[src/rtl/mem_pkg.sv]
// Shared encodings for the data-SRAM access sequencer: load/store opcodes,
// bus size codes, FSM states, and opcode classification helpers.
package mem_pkg;

    typedef enum logic [2:0] {
        OP_LB  = 3'b000,
        OP_LBU = 3'b001,
        OP_LH  = 3'b010,
        OP_LHU = 3'b011,
        OP_LW  = 3'b100,
        OP_SB  = 3'b101,
        OP_SH  = 3'b110,
        OP_SW  = 3'b111
    } ls_op_e;

    typedef enum logic [1:0] {
        SZ_BYTE = 2'd0,
        SZ_HALF = 2'd1,
        SZ_WORD = 2'd2
    } size_e;

    typedef enum logic [1:0] {
        ST_IDLE = 2'd0,
        ST_REQ  = 2'd1,
        ST_WAIT = 2'd2,
        ST_DONE = 2'd3
    } state_e;

    function automatic logic is_store(input logic [2:0] op);
        return op[2] & (|op[1:0]);
    endfunction

    function automatic logic [1:0] op_size(input logic [2:0] op);
        case (op)
            OP_LW, OP_SW:         return SZ_WORD;
            OP_LH, OP_LHU, OP_SH: return SZ_HALF;
            default:              return SZ_BYTE;
        endcase
    endfunction

    function automatic logic misaligned(input logic [2:0] op, input logic [1:0] a);
        case (op)
            OP_LH, OP_LHU, OP_SH: return a[0];
            OP_LW, OP_SW:         return |a;
            default:              return 1'b0;
        endcase
    endfunction

endpackage

[src/rtl/mem_access_ctrl_store_align.sv]
// Store lane aligner: replicates the store operand across byte lanes and builds strobes.
// Latency: purely combinational.
// Backpressure: none; sampled by the sequencer only when it accepts an access.
module store_align
    import mem_pkg::*;
(
    input  logic [2:0]  op,
    input  logic [1:0]  addr_lo,
    input  logic [31:0] wdata_raw,
    output logic [3:0]  wstrb,
    output logic [31:0] wdata,
    output logic [1:0]  size
);

    always_comb begin
        wstrb = 4'b0000;
        wdata = wdata_raw;
        size  = op_size(op);
        case (op)
            OP_SB: begin
                wstrb = 4'b0001 << addr_lo;
                wdata = {4{wdata_raw[7:0]}};
            end
            OP_SH: begin
                wstrb = addr_lo[1] ? 4'b1100 : 4'b0011;
                wdata = {2{wdata_raw[15:0]}};
            end
            OP_SW:   wstrb = 4'b1111;
            default: wstrb = 4'b0000;
        endcase
    end

endmodule

[src/rtl/mem_access_ctrl.sv]
// Data-SRAM access sequencer, one load/store at a time; MEM_ADDR_CHECK_EN rejects misaligned ops.
// Latency: accept -> mem_ready 2 cycles minimum, +1 per cycle waiting on addr_ok or data_ok.
// Backpressure: stall holds the pipeline from accept until DONE; data_req held until addr_ok.
module mem_access_ctrl
    import mem_pkg::*;
(
    input  logic        clk,
    input  logic        resetn,
    input  logic        mem_valid,
    input  logic [2:0]  mem_op,
    input  logic [31:0] mem_addr,
    input  logic [31:0] mem_wdata,
    output logic        stall,
    output logic        mem_ready,
    output logic        addr_err,
    output logic [31:0] rdata_wr,
    output logic [2:0]  lsop_wr,
    output logic [1:0]  addr_wr,
    output logic        data_req,
    output logic        data_wr,
    output logic [1:0]  data_size,
    output logic [31:0] data_addr,
    output logic [3:0]  data_wstrb,
    output logic [31:0] data_wdata,
    input  logic        data_addr_ok,
    input  logic        data_data_ok,
    input  logic [31:0] data_rdata
);

    state_e      state_q, state_d;
    logic [2:0]  op_q, op_d;
    logic [31:0] addr_q, addr_d;
    logic [31:0] wdata_q, wdata_d;
    logic [3:0]  wstrb_q, wstrb_d;
    logic [1:0]  size_q, size_d;
    logic [31:0] rdata_q, rdata_d;

    logic [3:0]  al_wstrb;
    logic [31:0] al_wdata;
    logic [1:0]  al_size;
    logic        acc_err;
    logic        accept;

    store_align u_store_align (
        .op        (mem_op),
        .addr_lo   (mem_addr[1:0]),
        .wdata_raw (mem_wdata),
        .wstrb     (al_wstrb),
        .wdata     (al_wdata),
        .size      (al_size)
    );

`ifdef MEM_ADDR_CHECK_EN
    assign acc_err = (state_q == ST_IDLE) & mem_valid & misaligned(mem_op, mem_addr[1:0]);
`else
    assign acc_err = 1'b0;
`endif
    assign accept = (state_q == ST_IDLE) & mem_valid & ~acc_err;

    always_comb begin
        state_d  = state_q;
        op_d     = op_q;
        addr_d   = addr_q;
        wdata_d  = wdata_q;
        wstrb_d  = wstrb_q;
        size_d   = size_q;
        rdata_d  = rdata_q;
        data_req = 1'b0;
        case (state_q)
            ST_IDLE: begin
                if (accept) begin
                    op_d    = mem_op;
                    addr_d  = mem_addr;
                    wdata_d = al_wdata;
                    wstrb_d = al_wstrb;
                    size_d  = al_size;
                    state_d = ST_REQ;
                end
            end
            ST_REQ: begin
                data_req = 1'b1;
                if (data_addr_ok) begin
                    if (data_data_ok) begin
                        state_d = ST_DONE;
                        if (!is_store(op_q)) rdata_d = data_rdata;
                    end else begin
                        state_d = ST_WAIT;
                    end
                end
            end
            ST_WAIT: begin
                if (data_data_ok) begin
                    state_d = ST_DONE;
                    if (!is_store(op_q)) rdata_d = data_rdata;
                end
            end
            ST_DONE: state_d = ST_IDLE;
            default: state_d = ST_IDLE;
        endcase
    end

    // The bus transaction is abandoned on reset; the bus side resets with us.
    always_ff @(posedge clk) begin
        if (!resetn) begin
            state_q <= ST_IDLE;
            op_q    <= 3'b000;
            addr_q  <= 32'h0;
            wdata_q <= 32'h0;
            wstrb_q <= 4'h0;
            size_q  <= 2'd0;
            rdata_q <= 32'h0;
        end else begin
            state_q <= state_d;
            op_q    <= op_d;
            addr_q  <= addr_d;
            wdata_q <= wdata_d;
            wstrb_q <= wstrb_d;
            size_q  <= size_d;
            rdata_q <= rdata_d;
        end
    end

    assign stall      = accept | (state_q == ST_REQ) | (state_q == ST_WAIT);
    assign mem_ready  = (state_q == ST_DONE) | acc_err;
    assign addr_err   = acc_err;
    assign rdata_wr   = rdata_q;
    assign lsop_wr    = op_q;
    assign addr_wr    = addr_q[1:0];
    assign data_wr    = is_store(op_q);
    assign data_size  = size_q;
    assign data_addr  = addr_q;
    assign data_wstrb = wstrb_q;
    assign data_wdata = wdata_q;

endmodule

[config.mk]
export PLATFORM = sky130hd
export DESIGN_NAME = mem_access_ctrl
export DESIGN_NICKNAME = d
export VERILOG_FILES = /design/src/rtl/mem_pkg.sv /design/src/rtl/mem_access_ctrl_store_align.sv /design/src/rtl/mem_access_ctrl.sv
export SDC_FILE = /design/constraint.sdc
export NUM_CORES = 1
export LEC_CHECK = 0
export CAP_MARGIN = 5
export CORE_MARGIN = 5
export CORE_UTILIZATION = 40
export DETAILED_ROUTE_END_ITERATION = 7
export PLACE_DENSITY = 0.8
export SETUP_SLACK_MARGIN = 0.2
export SYNTH_ARGS = -nofsm -noshare
export SYNTH_HDL_FRONTEND = slang
export SYNTH_SLANG_ARGS = --single-unit
[constraint.sdc]
create_clock -name clk -period 2 [get_ports clk]
set_clock_uncertainty 0.05 [all_clocks]
set_input_delay 0.5 -clock clk [delete_from_list [all_inputs] [get_ports clk]]
set_output_delay 0.5 -clock clk [all_outputs]
set_load 0.05 [all_outputs]
### Word-level counts from Yosys, hierarchy flattened

Index checks and enable logic that the tools add are counted.

* bits in registers: 107
* output and inout port bits: 112
* bits of input ports: 104

* bitwise logic cells: 4
* shift operators: 1
* eq/ne operators: 12
* reductions and logical operators: 8
* mux-type cells: 14

Operators with widths (count)
* $pmux 32 s2: 2
* $mux 32: 3
* $eq 3x3->1 const B: 4
* $pmux 4 s3: 1
* $pmux 2 s4: 1
* $eq 3x2->1 const B: 2
* $mux 2: 3
* $ne 2x2->1 const B: 3
* $eq 2x2->1 const B: 2
* $mux 4: 1
* $pmux 2 s2: 1
* $reduce_and 2->1: 2
* $reduce_or 2->1: 2
* $shl 1x2->4 const A: 1
* $reduce_and 3->1: 1
* $reduce_or 3->1: 1
* $and 1x1->1: 2
* $eq 2x1->1 const B: 1
* $logic_not 2->1: 1
* $mux 1: 2
* $or 1x1->1: 2
* $reduce_bool 2->1: 1

### Depth between registers and ports, before layout

Gate-level depths: netlist of run 1.

* word-level depth: 6
* mapped depth: 8

### Cells and area by module

Synthesis of run 1 repeated with hierarchy kept, for this count alone.

* cell total of the unflattened synthesis: 566
* area total of the unflattened synthesis: 4660.7 µm²

By module, submodules not included
* mem_access_ctrl: cells each 501, instances 1, area each 4111.4 µm², sequential area each 2142.1 µm²
* store_align: cells each 65, instances 1, area each 549.3 µm², sequential area each 0.0 µm²

### Worst setup path after synthesis of run 1

Ideal clock, no wire load.

* path type: reg-to-output
* from: register state_q[1]
* to: output port stall
* required time: 1.450 ns
* stages on the path, launching flop included: 4
* setup slack: -0.031 ns
* arrival time: 1.481 ns
* buffers on the path: 0
* cell sequence: dfxtp_1 inv_1 ha_1 or3_1

* longest elaborated chain between the ends: 4
* elaborated cells on any way between the ends: 6

RTL lines
* from (decl): line mem_access_ctrl.sv:30 `state_e state_q, state_d;`
* from (signal assigned): line mem_access_ctrl.sv:113 `state_q <= state_d;`
* $logic_not 2->1: line mem_access_ctrl.sv:58 `assign accept = (state_q == ST_IDLE) & mem_valid & ~acc_err;`
* $and 1x1->1: line mem_access_ctrl.sv:58
* $or 1x1->1: line mem_access_ctrl.sv:123 `assign stall = accept | (state_q == ST_REQ) | (state_q == ST_WAIT);`
* $or 1x1->1 (*): line mem_access_ctrl.sv:123
* to (decl): line mem_access_ctrl.sv:13 `output logic stall,`

Mark *: on every way between the ends. The rest lies on a longest branch, timed or not.

### Worst setup path in the final report of run 1

Same ends and word-level chain as after synthesis.

==> impl_metrics.json, run 1 <==
{
  "die_area_mm2": 0.0128,
  "syn_inst": 526,
  "grt_overflow": 0,
  "routed_wl_mm": 13.7,
  "cp.required_ns": 1.45,
  "synth_xor_area_share_pct": 0.383,
  "wire_per_inst_um": 15.6,
  "start_util_pct": 41.1,
  "arrival_ns": 1.58,
  "hold_viol_final": 0,
  "syn_avg_cell_area_um2": 8.07,
  "vias": 4387,
  "most-common-layout-cells": "nand2_1 (193), buf_4 (130), dfxtp_1 (105)",
  "insertion_delay_ns": 0.35,
  "ir_drop_uv": 527,
  "die_w_um": 113,
  "drt_iter0_markers": 319,
  "final_core_util_pct": 63.6,
  "clockRootBuffer": "clkbuf_8",
  "synth_area_mm2": 0.00424,
  "drc": 0,
  "synth_top_family_by_area": "compound AO/OA/AOI/OAI gates",
  "grt_start_max_net_pins": 41,
  "yosys_most_used_dff": "dfxtp_1",
  "synth-compound-area-share_pct": 21.8,
  "synth_edf_count": 0,
  "synth.area.mux_share_pct": 0.236,
  "clockBufferDepth": 2,
  "instances_no_fill": 875,
  "core_area_mm2": 0.0103,
  "final_common_cell": "nand2_1",
  "leakagePower_uw": 0.00275,
  "portBuffers": 214,
  "finalSetupViolCount": 1,
  "final_nets": 844,
  "cts.sink_count": 107,
  "critPathKind": "flip-flop to output port",
  "synth-simple-area-share_pct": 19.3,
  "slew_viol_final": 0,
  "detail-route-antenna-nets": 0,
  "path_max_fanout": 3,
  "async_reset_ff_share_pct": 0,
  "path_clk_slew_ns": 0.09,
  "rows": 37,
  "synth_nets": 635,
  "synthToLayoutAreaGrowth_pct": 54.6,
  "first_pass_iters": 4,
  "ys_seq_area_share_pct": 50.5,
  "antenna_cells": 0,
  "worst_slack_ns": -0.129,
  "hpwl_mm": 10.4,
  "grt_pass1_vias": 4300,
  "ios": 216,
  "synth_seq_cells": 107,
  "vias_per_cell": 5.01,
  "dp.cells": 856,
  "ys_types": 34,
  "cts_htree_levels": 3,
  "period_needed_ns": 2.13,
  "track_usage_pct": 20.3,
  "violations": "negative setup slack",
  "yosysWarnings": 0,
  "max_freq_ghz": 0.470,
  "end_kind": "output port",
  "drv_cap": 0,
  "start_kind": "flip-flop",
  "synth_adder_area_share_pct": 1.47,
  "setup_tns_ns": -0.129,
  "status": "finished with violations",
  "hp-class": "flip-flop to flip-flop",
  "rsz0062_at_grt": "yes",
  "cts_buffers": 9,
  "antenna_found_initial": 0,
  "dieHeight_um": 113,
  "drive_gt1_share_pct": 22.7,
  "grt_pass1_wl_mm": 21.0,
  "gp_congestion": 0.841,
  "period_share_pct": 106,
  "pwr_density_cell_mw_per_mm2": 1360,
  "finalPower_uw": 8920,
  "cts_tree": "done"
}
## layer usage
| layer | vias to the layer above | track usage, % | wire length (um) |
|---|---|---|---|
| met1 | 2065 | 23.2 | 5520 |
| met5 | - | 0 | 0 |
| li1 | 2157 | - | - |
| met2 | 145 | 35.5 | 6800 |
| met3 | 20 | 5.40 | 1010 |
| met4 | 0 | 8.49 | 330 |
## sequential cells by signal, indices dropped and copies added (netlist names)
name and cells:
rdata_wr 32, state_q 2, data_wstrb 4, data_size 2
data_wdata 32, lsop_wr 3, data_addr 32
## Yosys cell counts (5+ instances only)
| master | instances | share of area, % |
|---|---|---|
| buf_2 | 12 | 1.4 |
| buf_4 | 6 | 1.1 |
| nand2_1 | 194 | 17 |
| o21ai_0 | 30 | 3.5 |
| inv_1 | 7 | 0.62 |
| a21boi_0 | 35 | 6.2 |
| a31oi_1 | 22 | 3.2 |
| ha_1 | 5 | 1.5 |
| dfxtp_1 | 107 | 50 |
| a21oi_1 | 54 | 6.4 |
| clkbuf_1 | 19 | 1.7 |
| buf_6 | 5 | 1.3 |
## metrics by stage
step                instance area [um^2]  setup slack [ns]  hold WS, ns
finish                              6560            -0.129        0.412
global route                        6560            -0.181        0.436
CTS                                 6550            -0.155        0.412
detailed placement                  6310            -0.169        0.399
global placement                    6310            -0.167        0.393
floorplan                           4270             0.192        0.476
## report_power, final
part	switching, uW	internal, uW	leakage (uW)	total (uW)
Combinational	3080	1560	0.00177	4640
Clock	699	698	0.000106	1400
Sequential	265	2620	0.000878	2880
Total	4050	4870	0.00275	8920
## worst max-delay path: stages (launching register included)
cell     delay, ns
dfxtp_2       0.36
inv_4         0.05
ha_4          0.16
and2_4        0.13
or3_4         0.37
buf_12        0.16
## timing repair
item	CTS	global route
resized for setup	4	1
setup endpoints to repair	1	2
hold buffers	0	0
gates cloned	0	0
setup buffers	3	1
pin swaps	1	0
hold endpoints to repair	0	0
## final timing paths
path	start	slack [ns]	cells past startpoint	endpoint
max	state_q[1]	-0.13	5	stall
min	rdata_wr[15]	0.41	2	rdata_wr[15]
max reg2reg	state_q[1]	0.37	8	data_size[1]
min reg2reg	rdata_wr[15]	0.41	2	rdata_wr[15]
## layout make-up
cell class | instances | area, um^2
sequential | 107 | 2140
tap | 136 | 170
clock inverter | 5 | 78.8
multi-input combinational | 369 | 1870
clock buffer | 10 | 128
fill | 881 | 3760
timing repair buffer | 240 | 2130
inverter | 8 | 35.0
## cell families after synthesis
| kind of cell | after synthesis |
|---|---|
| and+or+nand+nor | 209 |
| AOI/OAI and AO/OA | 152 |
| DFF | 107 |
| buffers and inverters | 50 |
| adders and majority gates | 5 |
| other | 1 |
| xor gates and xnor gates | 1 |
| muxes | 1 |
Note: power is estimated with default switching activity, not from simulation.
==> run 2: changes to the inputs <==
--- a/config.mk
+++ b/config.mk
@@ -5,6 +5,7 @@
 export SDC_FILE = /design/constraint.sdc
 export NUM_CORES = 1
 export LEC_CHECK = 0
+export ABC_CLOCK_PERIOD_IN_PS = 2000
 export CAP_MARGIN = 5
 export CORE_MARGIN = 5
 export CORE_UTILIZATION = 40
==> results of run 2 <==
The final DEF is identical to that of run 1; final timing and power are the same.
==> run 3: changes to the inputs <==
--- a/config.mk
+++ b/config.mk
@@ -11,6 +11,7 @@
 export CORE_UTILIZATION = 40
 export DETAILED_ROUTE_END_ITERATION = 7
 export PLACE_DENSITY = 0.8
+export REMOVE_ABC_BUFFERS = 1
 export SETUP_SLACK_MARGIN = 0.2
 export SYNTH_ARGS = -nofsm -noshare
 export SYNTH_HDL_FRONTEND = slang
==> run 3 against run 2 <==
Compared with the run above:
- the flow still finishes with violations (negative setup slack)
- register-to-register slack worse by 0.09 ns
- sequential share of layout area is 0.25 points lower
- first-iteration DRC count is 11% lower
- wire length is 1.7% higher
- power is 0.24% lower
- largest cell class is now buffers
- largest power group unchanged
==> impl_metrics.json, run 3 (synthesized netlist as in run 1, its figures left out) <==
{
  "final_common_cell": "nand2_1",
  "ir_drop_uv": 895,
  "vias_per_cell": 4.99,
  "path_max_fanout": 4,
  "hp-start": "rdata_wr[6]",
  "start_kind": "flip-flop",
  "antenna_cells": 0,
  "cts.sink_count": 107,
  "hold_depth": 2,
  "met3_usage_pct": 3.42,
  "ios": 216,
  "hold_viol_final": 0,
  "detail-route-antenna-nets": 0,
  "final_nets": 847,
  "period_needed_ns": 2.10,
  "arrival_ns": 1.55,
  "grt_use_met1_pct": 25.1,
  "rsz0062_at_grt": "yes",
  "postCtsHoldBufs": 0,
  "drc": 0,
  "clockBufferDepth": 2,
  "die_area_mm2": 0.0128,
  "synthToLayoutAreaGrowth_pct": 55.9,
  "worst_slack_ns": -0.0993,
  "rr_worst_depth": 8,
  "finalSetupViolCount": 1,
  "antenna_found_initial": 0,
  "grt_overflow": 0,
  "holdPathEnd": "rdata_wr[6]",
  "core_area_mm2": 0.0103,
  "globalRouteMet2Util_pct": 35.6,
  "grt_pass1_wl_mm": 21.4,
  "drive_gt1_share_pct": 23.5,
  "max_freq_ghz": 0.476,
  "path_clk_slew_ns": 0.11,
  "hp-class": "flip-flop to flip-flop",
  "rows": 37,
  "reg2reg_slack_ns": 0.28,
  "period_share_pct": 105,
  "leakagePower_uw": 0.00276,
  "end_kind": "output port",
  "gr-max-usage-layer": "met2",
  "r2r_start": "state_q[0]",
  "die_w_um": 113,
  "wire_per_inst_um": 15.8,
  "track_usage_pct": 20.5,
  "vias": 4383,
  "start_util_pct": 41.1,
  "cts_htree_levels": 3,
  "pwr_density_cell_mw_per_mm2": 1350,
  "instances_no_fill": 878,
  "grt_pass1_vias": 4291,
  "dieHeight_um": 113,
  "worstReg2RegEnd": "rdata_wr[31]",
  "grt_start_max_net_pins": 43,
  "violations": "negative setup slack",
  "cts_buffers": 9,
  "most-common-layout-cells": "nand2_1 (193), buf_4 (127), dfxtp_1 (105)",
  "drv_cap": 0,
  "critPathKind": "flip-flop to output port",
  "dp.cells": 857,
  "drt_iter0_markers": 283,
  "clockRootBuffer": "clkbuf_8",
  "slew_viol_final": 0,
  "cp.required_ns": 1.45,
  "gp_congestion": 0.847,
  "pre_cts_slack_ns": -0.201,
  "first_pass_iters": 4,
  "insertion_delay_ns": 0.35,
  "cts_tree": "done",
  "status": "finished with violations",
  "routed_wl_mm": 13.9,
  "portBuffers": 214,
  "hpwl_mm": 10.3
}
## run 3: cell types whose count changed in the layout (fill, tap and decap cells not counted), moves of 2 or more
cell       before  now
bufinv_16       2    0
buf_6           1    4
buf_4         130  127
inv_6           0    2
## run 3: power breakdown
group	total, uW	leakage (uW)	internal [uW]	switching, uW
clock network	1230	0.0000880	465	763
registers	2880	0.000878	2620	266
logic	4790	0.00180	1640	3140
total	8900	0.00276	4730	4170
## run 3: layout make-up
cell class                 count  area, um^2
fill                         855        3710
tap                          136         170
timing repair buffer         243        2200
clock inverter                 6        50.0
sequential                   107        2140
clock buffer                   9         124
multi-input combinational    369        1890
inverter                       8        32.5
## run 3: worst max-delay path, cell delays in order (launching register included)
cell	delay, ns
dfxtp_2	0.35
inv_2	0.05
buf_6	0.12
ha_4	0.15
or3_4	0.37
buf_12	0.16
## run 3: repair_timing
| action | 4_1_cts | 5_1_grt |
|---|---|---|
| resized for setup | 11 | 14 |
| endpoints found under the setup margin | 3 | 55 |
| pin swaps | 2 | 2 |
| buffers inserted | 4 | 1 |
| gates cloned | 0 | 1 |
## run 3: stage by stage
stage / util [%] / total power, uW / hold WS (ns) / instance area (um^2) / setup TNS, ns
after floorplan: - / 5710 / 0.486 / 4010 / -35.90
after global placement: 60.9 / 7310 / 0.393 / 6290 / -3.53
after detailed placement: 60.9 / 7420 / 0.397 / 6290 / -6.50
after CTS: 63.2 / 8760 / 0.411 / 6520 / -0.118
after global routing: 64.1 / 9350 / 0.434 / 6610 / -0.154
final: 64.1 / 8900 / 0.410 / 6610 / -0.0993
## run 3: worst max-delay path by stage
stage / startpoint / endpoint
final: state_q[0] / stall
after global routing: state_q[0] / stall
after CTS: state_q[1] / stall
after detailed placement: mem_valid / stall
after global placement: mem_valid / stall
after floorplan: state_q[0] / stall
## run 3: layer usage
metal / vias to the layer above / routed length [um]
met2: 173 / 7070
li1: 2161 / -
met1: 2015 / 5430
met4: 0 / 395
met3: 34 / 979
met5: - / 0
